[config.mk]
export PLATFORM = sky130hd
export DESIGN_NAME = sprite_plotter
export DESIGN_NICKNAME = d
export VERILOG_FILES = /design/src/rtl/sprite_plotter.sv
export SDC_FILE = /design/constraint.sdc
export NUM_CORES = 1
export LEC_CHECK = 0
export ABC_AREA = 1
export CAP_MARGIN = 20
export CELL_PAD_IN_SITES_DETAIL_PLACEMENT = 1
export CELL_PAD_IN_SITES_GLOBAL_PLACEMENT = 1
export CORE_MARGIN = 1.5
export CORE_UTILIZATION = 36
export CTS_CLUSTER_DIAMETER = 100
export CTS_CLUSTER_SIZE = 20
export DETAILED_ROUTE_END_ITERATION = 7
export HOLD_SLACK_MARGIN = 0.02
export PLACE_DENSITY_LB_ADDON = 0.15
export SETUP_SLACK_MARGIN = 0.3
export SLEW_MARGIN = 30
export SYNTH_ARGS = -nofsm -noshare
export SYNTH_HDL_FRONTEND = slang
export SYNTH_SLANG_ARGS = --single-unit
[constraint.sdc]
create_clock -name Clock -period 2 [get_ports Clock]
set_input_delay 0.4 -clock Clock [delete_from_list [all_inputs] [get_ports Clock]]
set_output_delay 0.4 -clock Clock [all_outputs]
set_load 0.01 [all_outputs]
[src/rtl/sprite_plotter.sv]
`timescale 1ns/1ps
// sprite_plotter: streams an OBJ_W x OBJ_H sprite from synchronous memory to the VGA pixel port with clipping and erase.
// Optional macro TRANSPARENT_EN adds KEY_COLOR; pixels of that colour are not plotted outside erase mode.
module sprite_plotter #(
   parameter int OBJ_W    = 8,
   parameter int OBJ_H    = 8,
   parameter int N_OBJ    = 2,
   parameter int X_W      = 8,
   parameter int Y_W      = 7,
   parameter int COLOR_W  = 3,
   parameter int SCREEN_W = 160,
   parameter int SCREEN_H = 120,
   parameter logic [COLOR_W-1:0] BG_COLOR = '0,
`ifdef TRANSPARENT_EN
   parameter logic [COLOR_W-1:0] KEY_COLOR = '0,
`endif
   localparam int XCW = $clog2(OBJ_W),
   localparam int YCW = $clog2(OBJ_H),
   localparam int OW  = (N_OBJ > 1) ? $clog2(N_OBJ) : 0,
   localparam int SW  = (N_OBJ > 1) ? $clog2(N_OBJ) : 1,
   localparam int AW  = OW + YCW + XCW
) (
   input  logic               Clock,
   input  logic               Resetn,
   input  logic               start,
   input  logic               erase,
   input  logic [X_W-1:0]     x_in,
   input  logic [Y_W-1:0]     y_in,
   input  logic [SW-1:0]      obj_sel,
   output logic [AW-1:0]      mem_addr,
   input  logic [COLOR_W-1:0] mem_q,
   output logic               busy,
   output logic               done,
   output logic [X_W-1:0]     VGA_X,
   output logic [Y_W-1:0]     VGA_Y,
   output logic [COLOR_W-1:0] VGA_COLOR,
   output logic               plot
);
   typedef enum logic [1:0] {IDLE, DRAW, FLUSH, DONE} state_t;
   state_t             r_state, w_next;
   logic [XCW-1:0]     r_xc;
   logic [YCW-1:0]     r_yc;
   logic [X_W-1:0]     r_x, r_vga_x;
   logic [Y_W-1:0]     r_y, r_vga_y;
   logic [SW-1:0]      r_obj;
   logic               r_erase, r_plot;
   logic [X_W:0]       w_xs;
   logic [Y_W:0]       w_ys;
   logic               w_clip, w_last;

   // with a single sprite the object field has zero width; the cast drops it
   assign mem_addr  = AW'({r_obj, r_yc, r_xc});
   assign w_xs      = {1'b0, r_x} + (X_W+1)'(r_xc);
   assign w_ys      = {1'b0, r_y} + (Y_W+1)'(r_yc);
   assign w_clip    = (w_xs >= (X_W+1)'(SCREEN_W)) || (w_ys >= (Y_W+1)'(SCREEN_H));
   assign w_last    = (r_xc == XCW'(OBJ_W-1)) && (r_yc == YCW'(OBJ_H-1));
   assign busy      = r_state != IDLE;
   assign done      = r_state == DONE;
   assign VGA_X     = r_vga_x;
   assign VGA_Y     = r_vga_y;
   assign VGA_COLOR = r_erase ? BG_COLOR : mem_q;
`ifdef TRANSPARENT_EN
   assign plot      = r_plot && (r_erase || mem_q != KEY_COLOR);
`else
   assign plot      = r_plot;
`endif

   always_ff @(posedge Clock or negedge Resetn)
      if (!Resetn) r_state <= IDLE;
      else r_state <= w_next;

   always_comb begin
      w_next = r_state;
      case (r_state)
         IDLE:  w_next = start ? DRAW : IDLE;
         DRAW:  w_next = w_last ? FLUSH : DRAW;
         FLUSH: w_next = DONE;
         DONE:  w_next = IDLE;
      endcase
   end

   // memory data arrives one cycle after its address, matching the registered coordinates
   always_ff @(posedge Clock or negedge Resetn)
      if (!Resetn) begin
         r_xc    <= '0;
         r_yc    <= '0;
         r_x     <= '0;
         r_y     <= '0;
         r_obj   <= '0;
         r_erase <= 1'b0;
         r_vga_x <= '0;
         r_vga_y <= '0;
         r_plot  <= 1'b0;
      end else begin
         r_plot <= 1'b0;
         if (r_state == IDLE && start) begin
            r_x     <= x_in;
            r_y     <= y_in;
            r_obj   <= obj_sel;
            r_erase <= erase;
            r_xc    <= '0;
            r_yc    <= '0;
         end
         if (r_state == DRAW) begin
            r_xc    <= r_xc + 1'b1;
            if (r_xc == XCW'(OBJ_W-1)) r_yc <= r_yc + 1'b1;
            r_vga_x <= w_xs[X_W-1:0];
            r_vga_y <= w_ys[Y_W-1:0];
            r_plot  <= !w_clip;
         end
      end
endmodule
==> results of run 1 <==
-- layer usage --
| layer | up-vias | global-route usage (%) | wire length [um] |
|---|---|---|---|
| li1 | 898 | - | - |
| met4 | 0 | 6.32 | 76 |
| met3 | 6 | 4.02 | 188 |
| met2 | 32 | 30.3 | 2590 |
| met5 | - | 0 | 0 |
| met1 | 860 | 23.2 | 2410 |
-- power by group through the flow --
| stage | Sequential, mW | Combinational [mW] | Clock, mW |
|---|---|---|---|
| floorplan | 1.50 | 0.970 | 0 |
| global placement | 1.44 | 1.76 | 0 |
| detailed placement | 1.45 | 1.82 | 0 |
| CTS | 1.41 | 1.99 | 0.572 |
| global route | 1.45 | 2.43 | 0.614 |
| finish | 1.41 | 2.18 | 0.561 |
-- how the worst max path moves through the flow --
| stage | endpoint | start | slack, ps | cells after the start |
|---|---|---|---|---|
| 6_report | mem_addr[3] | r_yc[0]$_DFF_PN0_ | 320 | 3 |
| 2_1_floorplan | plot$_DFF_PN0_ | r_yc[0]$_DFF_PN0_ | 320 | 13 |
| 5_1_grt | plot$_DFF_PN0_ | r_yc[0]$_DFF_PN0_ | 210 | 13 |
| 3_5_place_dp | VGA_COLOR[0] | mem_q[0] | 40 | 4 |
| 4_1_cts | plot$_DFF_PN0_ | r_yc[0]$_DFF_PN0_ | 250 | 13 |
| 3_3_place_gp | VGA_COLOR[2] | mem_q[2] | 110 | 4 |
-- sequential cells by signal (all words and copies together), names as in the netlist, named ones only --
| name | flops |
|---|---|
| r_obj | 1 |
| r_x | 8 |
| VGA_X | 8 |
| r_erase | 1 |
| plot | 1 |
| r_y | 7 |
| VGA_Y | 7 |
| r_xc | 3 |
| r_state | 1 |
| r_yc | 3 |
-- final cells by class --
class	count	area, sq um
Sequential cell	41	1030
Timing Repair Buffer	73	691
Inverter	27	105
Tap cell	72	90.1
Multi-Input combinational cell	162	1000
Fill cell	683	2570
Clock buffer	7	86.3
-- worst reg2reg max path: stages (launching register included) --
cell     delay [ps]
dfrtp_1         400
ha_4            160
inv_2            40
fa_2            350
inv_2            70
nand2_2          60
nand2_4          80
nand2_1          50
nand2_1          70
nand2_2          70
inv_2            50
nand2_1          40
nor2_1           80
nor2_1           50
-- kinds of logic (layout without fill, tap and decap cells) --
family          after synthesis  in the layout
xor+xnor                      2              2
buf+inv                      35            107
simple gates                114            114
compound gates               25             25
mux                           9              9
flops                        41             41
fa+ha+maj                    12             12
-- timing repair --
action                     CTS  global route
setup endpoints to repair   15            12
gates resized for setup     14            24
cloned                       0             0
buffers inserted            12             7
pin swaps                    8            10
-- synthesized netlist by cell type, types with 3 or more instances --
cell type,n
nand2_1,63
dfrtp_1,41
inv_1,27
nor2_1,24
nand3_1,18
ha_1,10
o21ai_1,10
a21oi_1,9
mux2_4,8
buf_2,6
a31oi_1,4
nand2_2,3
nor2_2,3
-- through the flow --
step           cells  hold WS [ps]  area (sq um)  utilization (%)  worst slack, ps
2_1_floorplan    238           104          2100                -              325
3_3_place_gp     356           466          2700             48.4              106
3_5_place_dp     356           470          2700             48.4             35.8
4_1_cts          375           182          2880             51.6              246
5_1_grt          382           200          3000             53.8              206
6_report         382           157          3000             53.8              317
==> run summary, run 1 <==
Int Power: 2.58 mW
# hold bufs at CTS: 0
Gp weighted congestion: 0.750
Core ar.: 0.00557 sq mm
Port buffer count: 50
Clock period minus worst slack: 1680 ps
Total die area: 0.00629 sq mm
Drt wl/cell: 13.8 um
Leak: 1.54 nW
Global-route wire length before repair: 8.71 mm
Vias in the first global route: 1,851
Total global routing overflow: 0
Drt total wl: 5.27 mm
Status: complete, no violations
Top delay family on crit path: buffers and inverters
Commonest non-fill, non-tap cell in the layout: nand2_1
ANT cells: 0
FFs w/ async S/R, synth: 100%
Slew @ Worst Pin: 530 ps
Net Sw Frac: 37.8%
Worst r2r src: r_yc[0]$_DFF_PN0_
CTS Buf Count: 5
Synth Area in Compound Gates: 6.32%
Crit start category: flop
Clock Sinks: 41
Fmax: 594 MHz
Finish-stage setup viols: 0
Final #Nets: 345
R2r worst-path depth: 13
Post-synth top area share: 48.9%
Area leader, netlist: dfrtp_1
Switching power of the nets: 1.57 mW
Max-Cap Viols: 0
Fin. max-slew vios: 0
Vias per cell: 4.70
Post-synthesis mux area share: 6.26%
Number of synthesized flops with an enable pin: 0
Post-route ant nets: 0
Reg2Reg Setup Slack: 320 ps
Starting Density: 37.6%
Max VDD drop: 692 uV
H-tree levels: 2
Largest net degree at the start of global routing: 42
Max clock buf depth: 2
Setup_tns: 0 ps
Via count: 1,796
Yosys warns: 0
Mapped Cells: 238
Adder-Cell Fraction of Synth Area: 7.88%
CP Capture Type: output port
Clk_lat worst skew: 300 ps
Post-Synth Simple-Gate Area: 22.6%
RSZ-0062 raised after global routing: yes
Worst Path Buf+Inv: 3
Final hold vios: 0
Arrival time worst endpoint: 1280 ps
R2r endpoint: plot$_DFF_PN0_
GRT Util Overall: 18.2%
Root buffer cell: clkbuf_8
Row cnt: 27
Post-route DRC: 0
WP data required: 1600 ps
Most frequent cells in the layout: nand2_1, dfrtp_1, clkdlybuf4s50_1
Tcrit/Tclk final: 84.2%
Synth Register Bits: 41
Netlist cell types: 22
TritonCTS clock tree: built
DP HPWL: 3.56 mm
Chip Height: 79.3 um
Power, Total: 4.15 mW
Clock Skew: 3.94 ps
Syn_area_per_cell: 8.81 sq um
Antenna violations before repair: 0
Min-delay worst type: primary input to async pin
Ys flop type: dfrtp_1
Io pins: 51
Share of post-route cells with drive strength above 1: 22.6%
Syn Nets: 273
Combinational power share: 52.4%
Ranking of synthesized cells by area: dfrtp_1, nand2_1, ha_1
Crit path largest cell delay: 420 ps
Drt pass-1 iters: 4
Chip width: 79.3 um
Pwr/cell area: 1380 mW/mm^2
CP max-delay cell: dfrtp_1
Cell mode on critical path: buf_4
Synth Area in XOR/XNOR: 0.835%
Clock power share: 13.5%
Sequential-to-total area share from yosys stat: 48.9%
CP cell instances: buf_4 -> buf_4 -> dlygate4sd2_1
Flop pwr share: 34.0%
Worst-path clk slew: 80 ps
Mapped Area: 0.00210 sq mm
CP Max Fanout: 4
DRT iter0 DRCs: 73
Relative slew slack: 64.7%
P&R area growth vs syn: 43.0%
Largest family of logic cells by synthesized area: simple AND/OR/NAND/NOR gates
Critical path type: flop to output port
No activity file was read; power rests on OpenSTA's default activity.
==> run 2, diff against run 1 <==
Clock period 2 ns to 1.7 ns, I/O delays scaled along.
==> run summary, run 2 (same netlist as run 1, synthesis figures left out) <==
Relative slew slack: 72.7%
Flop pwr share: 30.3%
CP max-delay cell: dfrtp_1
Global-route wire length before repair: 9.65 mm
Int Power: 3.37 mW
Placed cell areas: 0.00275 sq mm
Drt wl/cell: 19.6 um
Drt pass-1 iters: 4
Vias in the first global route: 1,989
Total die area: 0.00629 sq mm
Violated checks: negative setup slack
Tcrit/Tclk final: 105%
Leak: 1.77 nW
Hold Slack: 486 ps
Min-delay worst type: flop to flop
Reg2Reg Setup Slack: -80 ps
Clk_lat worst skew: 300 ps
Max VDD drop: 732 uV
Gp weighted congestion: 0.793
Clock period minus worst slack: 1780 ps
Fmax: 563 MHz
Drt total wl: 8.00 mm
Worst r2r src: r_y[0]$_DFFE_PN0P_
H-tree levels: 2
Chip width: 79.3 um
Worst Setup SP: r_y[0]$_DFFE_PN0P_
WP data required: 1890 ps
Cell mode on critical path: nand2_2
Final hold vios: 0
Setup slack after layout: -77.1 ps
R2r worst-path depth: 13
Slew @ Worst Pin: 410 ps
CP Capture Type: flop
Max clock buf depth: 2
Chip Height: 79.3 um
Max-Cap Viols: 0
Clock Skew: 9.99 ps
Total global routing overflow: 0
Clock power share: 11.0%
Port buffer count: 50
Worst Path Buf+Inv: 3
Post-route ant nets: 0
Antenna violations before repair: 0
Row cnt: 27
CP Max Fanout: 4
Arrival time worst endpoint: 1970 ps
Top delay family on crit path: adder cells
CP cell instances: ha_4 -> inv_2 -> fa_2 -> inv_2 -> nand2_4 -> nand2_4 -> nand2_2 -> nand2_2 -> nand2_2 -> inv_2 -> nand2_2 -> nor2_2 -> nor2_1
ANT cells: 0
Via count: 2,101
RSZ-0062 raised after global routing: yes
Setup_tns: -102 ps
Crit start category: flop
Core ar.: 0.00557 sq mm
GRT Util Overall: 20.3%
Root buffer cell: clkbuf_8
R2r endpoint: plot$_DFF_PN0_
Final #Nets: 370
DP HPWL: 3.83 mm
Largest net degree at the start of global routing: 22
Fin. max-slew vios: 0
Levels on crit path: 13
P&R area growth vs syn: 68.6%
Final Core Density: 63.4%
Finished Cell Area: 0.00353 sq mm
Vias per cell: 5.15
Finish-stage setup viols: 2
Commonest non-fill, non-tap cell in the layout: dfrtp_1
Net Sw Frac: 42.1%
Status: complete, but fails checks
DRT iter0 DRCs: 87
TritonCTS clock tree: built
Switching power of the nets: 2.45 mW
CTS Buf Count: 5
Share of post-route cells with drive strength above 1: 44.3%
End of the critical path: plot$_DFF_PN0_
Crit path largest cell delay: 400 ps
Critical path type: flop to flop
Io pins: 51
Combinational power share: 58.7%
Post-route DRC: 0
Pwr/cell area: 1650 mW/mm^2
Worst-path clk slew: 80 ps
Most frequent cells in the layout: dfrtp_1, nand2_1, nand2_2
Starting Density: 37.6%
Clock Sinks: 41
-- run 2: what timing repair did --
item | in CTS | in global routing
pin swaps | 13 | 28
hold endpoints to repair | 14 | 0
hold buffers | 1 | 0
setup endpoints to repair | 38 | 40
resized for setup | 71 | 96
buffers inserted | 16 | 17
cloned | 1 | 3
-- run 2: worst min path at each step --
stage                              start                    to  slack, ps  depth (start not counted)
floorplan                         Resetn  VGA_X[0]$_DFFE_PN0P_         40                          0
global placement                  Resetn  VGA_X[1]$_DFFE_PN0P_        280                          1
detailed placement                Resetn  VGA_X[1]$_DFFE_PN0P_        280                          1
CTS                 VGA_X[0]$_DFFE_PN0P_  VGA_X[0]$_DFFE_PN0P_        490                          2
global route        VGA_X[3]$_DFFE_PN0P_  VGA_X[3]$_DFFE_PN0P_        520                          2
finish              VGA_X[6]$_DFFE_PN0P_  VGA_X[6]$_DFFE_PN0P_        490                          2
-- run 2: layout make-up --
cell class,count,area (sq um)
Clock buffer,6,72.6
Fill cell,628,2040
Sequential cell,41,1030
Inverter,27,105
Tap cell,72,90.1
Timing Repair inverter,1,7.51
Clock inverter,2,10.0
Multi-Input combinational cell,162,1250
Timing Repair Buffer,97,976
-- run 2: through the flow --
step	cells	total power [mW]	setup WS [ps]
after global routing	408	6.13	-168
after CTS	388	4.67	0.907
after detailed placement	362	3.97	-118
final	408	5.82	-77.1
after floorplan	238	2.95	26.9
after global placement	362	3.89	-82.8
-- run 2: worst reg2reg max path, cell delays in order, from the launching register on --
cell and delay (ps):
dfrtp_1 400, ha_4 170, inv_2 40, fa_2 400, inv_2 80, nand2_4 50, nand2_4 80, nand2_2 50
nand2_2 60, nand2_2 70, inv_2 80, nand2_2 50, nor2_2 80, nor2_1 50
-- run 2: power groups by stage --
stage	combinational (mW)	clock [mW]	sequential, mW
detailed placement	2.29	0	1.68
global route	3.66	0.669	1.81
CTS	2.35	0.641	1.68
finish	3.42	0.639	1.77
global placement	2.22	0	1.67
floorplan	1.18	0	1.77
-- run 2: metal layers --
| metal | part of all wire (%) | up-vias | GRT usage, % |
|---|---|---|---|
| met5 | 0 | - | 0 |
| met4 | 3.7 | 0 | 6.32 |
| met3 | 3.4 | 23 | 3.68 |
| met2 | 54 | 63 | 36.3 |
| met1 | 39 | 1063 | 24.7 |
| li1 | - | 952 | - |
